==> config.mk <==
export PLATFORM = sky130hd
export DESIGN_NAME = neopixel_decoder_flat
export DESIGN_NICKNAME = d
export VERILOG_FILES = /design/src/rtl/neopixel_decoder_if.sv /design/src/rtl/neopixel_decoder.sv /design/src/flat_wrapper.sv
export SDC_FILE = /design/constraint.sdc
export NUM_CORES = 1
export LEC_CHECK = 0
export CAP_MARGIN = 10
export CORE_UTILIZATION = 50
export CTS_CLUSTER_DIAMETER = 60
export DETAILED_ROUTE_END_ITERATION = 16
export PLACE_DENSITY_LB_ADDON = 0.2
export REMOVE_ABC_BUFFERS = 1
export SETUP_SLACK_MARGIN = 0.02
export SLEW_MARGIN = 10
export SYNTH_ARGS = -nofsm -noshare
export SYNTH_HDL_FRONTEND = slang
export SYNTH_SLANG_ARGS = --single-unit
==> constraint.sdc <==
create_clock -name neopixel_clock -period 3 [get_ports neopixel_clock]
set_clock_uncertainty 0.15 [all_clocks]
set_input_delay 0.45 -clock neopixel_clock [delete_from_list [all_inputs] [get_ports neopixel_clock]]
set_output_delay 0.45 -clock neopixel_clock [all_outputs]
set_load 0.02 [all_outputs]
==> src/rtl/neopixel_decoder_if.sv <==
// Decoded-pixel output bundle of the NeoPixel decoder.
// The decoder drives it through the master modport; consumers use the slave modport.
interface neopixel_decoder_if;
  logic        pixel_valid;
  logic [23:0] pixel_data;
  logic [7:0]  pixel_index;
  logic        frame_done;
  logic [7:0]  frame_pixels;
  logic        err_glitch;
  logic        err_partial;
  logic        err_overflow;

  modport master (
    output pixel_valid, pixel_data, pixel_index,
    output frame_done, frame_pixels,
    output err_glitch, err_partial, err_overflow
  );

  modport slave (
    input pixel_valid, pixel_data, pixel_index,
    input frame_done, frame_pixels,
    input err_glitch, err_partial, err_overflow
  );
endinterface

==> src/rtl/neopixel_decoder.sv <==
// WS2812 single-wire receiver: recovers 24-bit {R,G,B} pixels, frame ends and line errors.
// state         | meaning
// ST_WAIT_LATCH | ignore the line until a latch-length low is seen
// ST_IDLE       | line low after a latch, waiting for the first high of a frame
// ST_HIGH       | measuring a high pulse
// ST_LOW        | measuring the low gap after a bit
module neopixel_decoder #(
  parameter int C_PIXELS            = 12,
  parameter int C_BIT_THRESH_CYCLES = 75,
  parameter int C_MIN_HIGH_CYCLES   = 12,
  parameter int C_MAX_HIGH_CYCLES   = 250,
  parameter int C_LATCH_CYCLES      = 6250
) (
  input  logic                      neopixel_clock,
  input  logic                      neopixel_reset,
  input  logic                      neopixel_din,
  neopixel_decoder_if.master        px
);

  localparam logic [15:0] THRESH_C = 16'(C_BIT_THRESH_CYCLES);
  localparam logic [15:0] MIN_HI_C = 16'(C_MIN_HIGH_CYCLES);
  localparam logic [15:0] MAX_HI_C = 16'(C_MAX_HIGH_CYCLES);
  localparam logic [15:0] LATCH_C  = 16'(C_LATCH_CYCLES);
  localparam logic [7:0]  PIX_MAX  = 8'(C_PIXELS);

  typedef enum logic [1:0] {
    ST_WAIT_LATCH = 2'd0,
    ST_IDLE       = 2'd1,
    ST_HIGH       = 2'd2,
    ST_LOW        = 2'd3
  } state_t;

  function automatic logic [15:0] sat_inc(input logic [15:0] v);
    return (v == 16'hFFFF) ? v : v + 16'd1;
  endfunction

  state_t      state_q, state_d;
  logic [1:0]  sync_q, sync_d;
  logic [15:0] hi_cnt_q, hi_cnt_d;
  logic [15:0] lo_cnt_q, lo_cnt_d;
  logic [4:0]  bit_cnt_q, bit_cnt_d;
  logic [7:0]  pix_cnt_q, pix_cnt_d;
  logic [23:0] shift_q, shift_d;

  logic        pixel_valid_q, pixel_valid_d;
  logic [23:0] pixel_data_q, pixel_data_d;
  logic [7:0]  pixel_index_q, pixel_index_d;
  logic        frame_done_q, frame_done_d;
  logic [7:0]  frame_pixels_q, frame_pixels_d;
  logic        err_glitch_q, err_glitch_d;
  logic        err_partial_q, err_partial_d;
  logic        err_overflow_q, err_overflow_d;

  logic        din_s;
  logic [15:0] hi_inc;
  logic [15:0] lo_inc;
  logic        ev_bit;
  logic        ev_eof;
  logic        ev_glitch;
  logic [23:0] word;

  assign din_s  = sync_q[1];
  assign hi_inc = sat_inc(hi_cnt_q);
  assign lo_inc = sat_inc(lo_cnt_q);
  assign word   = {shift_q[22:0], (hi_cnt_q >= THRESH_C)};

  always_ff @(posedge neopixel_clock or negedge neopixel_reset) begin
    if (!neopixel_reset) begin
      state_q        <= ST_WAIT_LATCH;
      sync_q         <= 2'b00;
      hi_cnt_q       <= 16'd0;
      lo_cnt_q       <= 16'd0;
      bit_cnt_q      <= 5'd0;
      pix_cnt_q      <= 8'd0;
      shift_q        <= 24'd0;
      pixel_valid_q  <= 1'b0;
      pixel_data_q   <= 24'd0;
      pixel_index_q  <= 8'd0;
      frame_done_q   <= 1'b0;
      frame_pixels_q <= 8'd0;
      err_glitch_q   <= 1'b0;
      err_partial_q  <= 1'b0;
      err_overflow_q <= 1'b0;
    end else begin
      state_q        <= state_d;
      sync_q         <= sync_d;
      hi_cnt_q       <= hi_cnt_d;
      lo_cnt_q       <= lo_cnt_d;
      bit_cnt_q      <= bit_cnt_d;
      pix_cnt_q      <= pix_cnt_d;
      shift_q        <= shift_d;
      pixel_valid_q  <= pixel_valid_d;
      pixel_data_q   <= pixel_data_d;
      pixel_index_q  <= pixel_index_d;
      frame_done_q   <= frame_done_d;
      frame_pixels_q <= frame_pixels_d;
      err_glitch_q   <= err_glitch_d;
      err_partial_q  <= err_partial_d;
      err_overflow_q <= err_overflow_d;
    end
  end

  always_comb begin : p_next_state
    state_d   = state_q;
    ev_bit    = 1'b0;
    ev_eof    = 1'b0;
    ev_glitch = 1'b0;
    case (state_q)
      ST_WAIT_LATCH: begin
        if (!din_s && (lo_inc >= LATCH_C)) state_d = ST_IDLE;
      end
      ST_IDLE: begin
        if (din_s) state_d = ST_HIGH;
      end
      ST_HIGH: begin
        if (din_s) begin
          // A line stuck high means the driver has stopped sending.
          if (hi_inc >= MAX_HI_C) begin
            ev_eof  = 1'b1;
            state_d = ST_WAIT_LATCH;
          end
        end else if (hi_cnt_q < MIN_HI_C) begin
          ev_glitch = 1'b1;
          state_d   = ST_WAIT_LATCH;
        end else begin
          ev_bit  = 1'b1;
          state_d = ST_LOW;
        end
      end
      ST_LOW: begin
        if (din_s) begin
          state_d = ST_HIGH;
        end else if (lo_inc >= LATCH_C) begin
          ev_eof  = 1'b1;
          state_d = ST_IDLE;
        end
      end
      default: state_d = ST_WAIT_LATCH;
    endcase
  end

  always_comb begin : p_outputs
    sync_d         = {sync_q[0], neopixel_din};
    hi_cnt_d       = hi_cnt_q;
    lo_cnt_d       = lo_cnt_q;
    bit_cnt_d      = bit_cnt_q;
    pix_cnt_d      = pix_cnt_q;
    shift_d        = shift_q;
    pixel_valid_d  = 1'b0;
    pixel_data_d   = pixel_data_q;
    pixel_index_d  = pixel_index_q;
    frame_done_d   = 1'b0;
    frame_pixels_d = frame_pixels_q;
    err_glitch_d   = 1'b0;
    err_partial_d  = 1'b0;
    err_overflow_d = 1'b0;

    case (state_q)
      ST_WAIT_LATCH: begin
        lo_cnt_d = din_s ? 16'd0 : lo_inc;
      end
      ST_IDLE: begin
        if (din_s) hi_cnt_d = 16'd1;
      end
      ST_HIGH: begin
        if (din_s) hi_cnt_d = hi_inc;
      end
      ST_LOW: begin
        if (din_s) hi_cnt_d = 16'd1;
        else       lo_cnt_d = lo_inc;
      end
      default: ;
    endcase

    if (ev_glitch) begin
      err_glitch_d = 1'b1;
      bit_cnt_d    = 5'd0;
      pix_cnt_d    = 8'd0;
      lo_cnt_d     = 16'd1;
    end

    if (ev_bit) begin
      shift_d  = word;
      lo_cnt_d = 16'd1;
      if (bit_cnt_q == 5'd23) begin
        bit_cnt_d = 5'd0;
        if (pix_cnt_q == PIX_MAX) begin
          err_overflow_d = 1'b1;
        end else begin
          // Wire order is G,R,B; present as {R,G,B}.
          pixel_valid_d = 1'b1;
          pixel_data_d  = {word[15:8], word[23:16], word[7:0]};
          pixel_index_d = pix_cnt_q;
          pix_cnt_d     = pix_cnt_q + 8'd1;
        end
      end else begin
        bit_cnt_d = bit_cnt_q + 5'd1;
      end
    end

    if (ev_eof) begin
      err_partial_d = (bit_cnt_q != 5'd0);
      if (pix_cnt_q != 8'd0) begin
        frame_done_d   = 1'b1;
        frame_pixels_d = pix_cnt_q;
      end
      pix_cnt_d = 8'd0;
      bit_cnt_d = 5'd0;
      lo_cnt_d  = 16'd0;
    end
  end

  assign px.pixel_valid  = pixel_valid_q;
  assign px.pixel_data   = pixel_data_q;
  assign px.pixel_index  = pixel_index_q;
  assign px.frame_done   = frame_done_q;
  assign px.frame_pixels = frame_pixels_q;
  assign px.err_glitch   = err_glitch_q;
  assign px.err_partial  = err_partial_q;
  assign px.err_overflow = err_overflow_q;

endmodule

==> src/flat_wrapper.sv <==
// flat-port wrapper written by rule: the top's interface ports become plain ports
module neopixel_decoder_flat 
#(
  parameter int C_PIXELS            = 12,
  parameter int C_BIT_THRESH_CYCLES = 75,
  parameter int C_MIN_HIGH_CYCLES   = 12,
  parameter int C_MAX_HIGH_CYCLES   = 250,
  parameter int C_LATCH_CYCLES      = 6250
)
  (neopixel_clock, neopixel_reset, neopixel_din, px_pixel_valid, px_pixel_data, px_pixel_index, px_frame_done, px_frame_pixels, px_err_glitch, px_err_partial, px_err_overflow);
  neopixel_decoder_if px_i ();
  input  logic neopixel_clock;
  input  logic neopixel_reset;
  input  logic neopixel_din;
  output wire logic [$bits(px_i.pixel_valid)-1:0] px_pixel_valid;
  output wire logic [$bits(px_i.pixel_data)-1:0] px_pixel_data;
  output wire logic [$bits(px_i.pixel_index)-1:0] px_pixel_index;
  output wire logic [$bits(px_i.frame_done)-1:0] px_frame_done;
  output wire logic [$bits(px_i.frame_pixels)-1:0] px_frame_pixels;
  output wire logic [$bits(px_i.err_glitch)-1:0] px_err_glitch;
  output wire logic [$bits(px_i.err_partial)-1:0] px_err_partial;
  output wire logic [$bits(px_i.err_overflow)-1:0] px_err_overflow;
  assign px_pixel_valid = px_i.pixel_valid;
  assign px_pixel_data = px_i.pixel_data;
  assign px_pixel_index = px_i.pixel_index;
  assign px_frame_done = px_i.frame_done;
  assign px_frame_pixels = px_i.frame_pixels;
  assign px_err_glitch = px_i.err_glitch;
  assign px_err_partial = px_i.err_partial;
  assign px_err_overflow = px_i.err_overflow;
  neopixel_decoder #(.C_PIXELS(C_PIXELS), .C_BIT_THRESH_CYCLES(C_BIT_THRESH_CYCLES), .C_MIN_HIGH_CYCLES(C_MIN_HIGH_CYCLES), .C_MAX_HIGH_CYCLES(C_MAX_HIGH_CYCLES), .C_LATCH_CYCLES(C_LATCH_CYCLES)) u_core (.neopixel_clock(neopixel_clock), .neopixel_reset(neopixel_reset), .neopixel_din(neopixel_din), .px(px_i));
endmodule
==> key figures <==
Logic synthesis
  • Library cells used by synthesis: 70
  • Cell area after synthesis: 6170 µm²
  • Commonest cells in the netlist: 124 x nand2_1, 117 x dfrtp_1, 41 x a21oi_1
  • Top-count cell post-synth: nand2_1
  • Most used DFF post-synth: dfrtp_1
  • Simple-gate share of the synthesized area: 22.9%
  • Syn Area/Cell: 9.39 µm²
  • Mapped Cells: 657
  • Top area cells in the synthesized netlist: dfrtp_1 47%, nand2_1 7.5%, mux2_2 5.5%, a21oi_1 3.3%, o21ai_0 3.1%
  • Post-synth top area cell: dfrtp_1
  • Compound-Gate Fraction of Synth Area: 15.4%
  • Post-synthesis sequential area ratio: 47.4%
  • Yosys warns: 0
  • Synth Area in Adders: 2.43%
  • EDFF count, synth: 0
  • Async set-reset flop share out of synthesis: 100%
  • Number of synthesized register bits: 117
  • Largest family of logic cells by synthesized area: simple AND/OR/NAND/NOR gates
  • XOR/XNOR Fraction of Synth Area: 1.14%
  • Top-area cell type share of the netlist area: 47.4%
  • Multiplexer area fraction after synthesis: 5.96%

Route
  • Iter 0 DRT Violations: 335
  • Drt drc: 0
  • Wirelength, routed: 14.4 mm
  • Routed len/inst: 16.4 µm
  • Vias/cell: 5.97
  • Total number of vias: 5228
  • Post-route ant nets: 0
  • Pre-antenna DRT Iters: 5

Timing
  • Relative slew margins: 54.0%
  • Final Hold Fails: 0
  • Pin slew with the least headroom to its limit: 0.684 ns
  • Min Tclk post-route: 2.82 ns
  • Unrepaired setup endpoints after global routing: no
  • Highest clock rate: 354 MHz
  • Final Setup Violations: 0
  • Fin crit share: 94.1%
  • Slew Limit Fails: 0

Power and ir drop
  • Leakage: 3.48 nW
  • Maximum VDD drop: 0.365 mV
  • Power Total: 3.88 mW
  • Pwr per Cell Area: 513 nW/µm²

Floorplanning
  • Die Span X: 113 µm
  • Die area: 12800 µm²
  • Ports: 48
  • Starting Density: 51.4%
  • Num rows: 40
  • Die Y-Extent: 113 µm
  • Core area: 12000 µm²

Placed design
  • DP HPWL: 9.72 mm
  • Gpl congestion: 0.913
  • PortBufs: 47

Min path
  • Min-Delay Path Class: reg2reg
  • Hold endpoint: u_core.sync_q[1]$_DFF_PN0_
  • Hold path depth: 0
  • Hold wc startpoint: u_core.sync_q[0]$_DFF_PN0_

Worst setup path
  • Worst R2R End: u_core.state_q[0]$_DFFE_PN0P_
  • Crit path capture type: flip-flop
  • FF-to-FF setup slack: 0.18 ns
  • R2R Path Start: u_core.hi_cnt_q[0]$_DFFE_PN0P_
  • Startpoint types: flip-flop
  • Critical path start-end classification: reg2reg
  • Critical Path AT: 2.96 ns
  • CP required: 3.14 ns
  • CP Max Fanout: 7
  • Reg2Reg Depth: 9

Clocking
  • Clk sink count: 117
  • Clock Path Buffers: 2
  • CTS tree: built
  • Worst-path clk slew: 0.05 ns
  • Clk_lat worst skew: 0.41 ns
  • TritonCTS Buffers: 17
  • Clk root buf: clkbuf_16
  • Post-CTS Setup Inserts: 0
  • H-tree depth: 4

Layout
  • Layout fillers: 1014
  • Area growth syn-to-layout: 22.6%
  • Multi-input logic area: 3000 µm²
  • Core Util, Final: 63.0%
  • Post-layout net count: 730
  • Register area: 2930 µm²
  • Ant. Diodes: 0
  • Layout cells sized above 1: 17.7%

Global route
  • Initial antenna violation count: 0
  • Grt met3 use: 5.03%
  • Busiest grt layer: met2
  • First-pass GRT wire length: 24.4 mm
  • GRT Residual Overflow: 0
  • GR Util met1: 33.2%
  • Largest net degree at the start of global routing: 45
  • Total track usage: 24.1%
  • Met2 Resource Use GR: 37.9%
  • Vias in the first global route: 4985

Run
  • Max Cap Violations: 0

Run status
  • Status: completed
cell type report:
type / instances / share of cell area, %
Timing Repair Buffer: 81 / 9.59
Multi-Input combinational cell: 480 / 39.7
Inverter: 18 / 0.893
Sequential cell: 117 / 38.7
Clock inverter: 12 / 2.65
Clock buffer: 20 / 6.04
Tap cell: 147 / 2.43
per-layer routing:
| metal | share of wire [%] | wire length [µm] | vias up |
|---|---|---|---|
| met2 | 47 | 6800 | 162 |
| met4 | 1.2 | 178 | 0 |
| met5 | 0 | 0 | - |
| met3 | 4.9 | 709 | 21 |
| met1 | 47 | 6690 | 2553 |
| li1 | - | - | 2492 |
state kept, by name, summed over array words and instances (netlist names):
name                    count
u_core.px.pixel_data       24
u_core.pix_cnt_q            8
u_core.px.err_partial       1
u_core.lo_cnt_q            16
u_core.px.frame_done        1
u_core.px.frame_pixels      8
u_core.sync_q               2
u_core.hi_cnt_q            16
u_core.px.err_overflow      1
u_core.px.pixel_index       8
u_core.state_q              2
u_core.px.err_glitch        1
u_core.bit_cnt_q            5
u_core.shift_q             23
u_core.px.pixel_valid       1
cells in the final DEF (no fill, tap or decap), types with 4 or more instances in the layout:
cell type and instances:
clkdlybuf4s50_1 46, xor2_1 5, ha_1 12, a31oi_1 20, a21oi_1 40, nor4_1 5, nor2_1 34, mux2_2 30
nor3_2 5, nand3_1 26, or4_1 4, nand2b_1 4, nand4_1 9, a31o_2 4, and3_1 10, o21ai_0 38
nand2_1 124, nor3_1 18, buf_4 34, inv_1 17, bufinv_16 5, o211ai_1 4, a211oi_1 8, dfrtp_1 116
or3_1 4, clkbuf_16 17, and4_1 9
critical path, cell delays in order, from the launching register on:
cell	delay, ns
dfrtp_1	0.43
ha_1	0.28
buf_4	0.18
xor2_1	0.14
o21bai_1	0.18
a221oi_2	0.09
a211oi_2	0.34
nand3_1	0.18
a32oi_1	0.35
mux2_2	0.39
through the flow:
stage               setup TNS [ns]  instance area [µm²]  setup slack, ns  hold slack [ns]  std cells
global placement                 0                 6850            0.171            0.206        842
CTS                              0                 7520           0.0319            0.198        875
global route                     0                 7570           0.0355            0.210        875
detailed placement               0                 6850           0.0770            0.186        842
floorplan                   -46.02                 5940            -1.57          0.00441        615
finish                           0                 7570            0.177            0.197        875
where the power goes:
part	total (mW)	leakage, nW	internal (mW)	switching (mW)
Combinational	0.0636	1.54	0.0169	0.0467
Sequential	1.59	1.63	1.58	0.00942
Clock	2.23	0.313	1.52	0.710
how the worst max path moves through the flow:
| stage | startpoint | end | slack, ns | depth (start not counted) |
|---|---|---|---|---|
| after floorplan | u_core.hi_cnt_q[8]$_DFFE_PN0P_ | u_core.pix_cnt_q[6]$_DFF_PN0_ | -1.57 | 8 |
| after global placement | u_core.hi_cnt_q[0]$_DFFE_PN0P_ | u_core.px.frame_pixels[6]$_DFFE_PN0P_ | 0.17 | 8 |
| after detailed placement | u_core.hi_cnt_q[0]$_DFFE_PN0P_ | u_core.px.frame_pixels[5]$_DFFE_PN0P_ | 0.08 | 8 |
| after CTS | u_core.hi_cnt_q[0]$_DFFE_PN0P_ | u_core.px.frame_pixels[5]$_DFFE_PN0P_ | 0.03 | 8 |
| after global routing | u_core.hi_cnt_q[0]$_DFFE_PN0P_ | u_core.state_q[0]$_DFFE_PN0P_ | 0.04 | 9 |
| final | u_core.hi_cnt_q[0]$_DFFE_PN0P_ | u_core.state_q[0]$_DFFE_PN0P_ | 0.18 | 9 |
logic make-up (layout without fill, tap and decap cells):
logic type                 Yosys count  count (layout)
AOI/OAI and AO/OA                  149             149
muxes                               33              33
adders and majority gates           12              12
xor gates and xnor gates             8               8
and+or+nand+nor                    278             278
buffers and inverters               60             131
DFF                                117             117
repair_timing:
action / 4_1_cts / 5_1_grt
hold endpoints to repair: 39 / 0
hold buffers: 1 / 0
gates resized for setup: 0 / 12
setup endpoints to repair: 0 / 61
No activity file was read; power rests on OpenSTA's default activity.
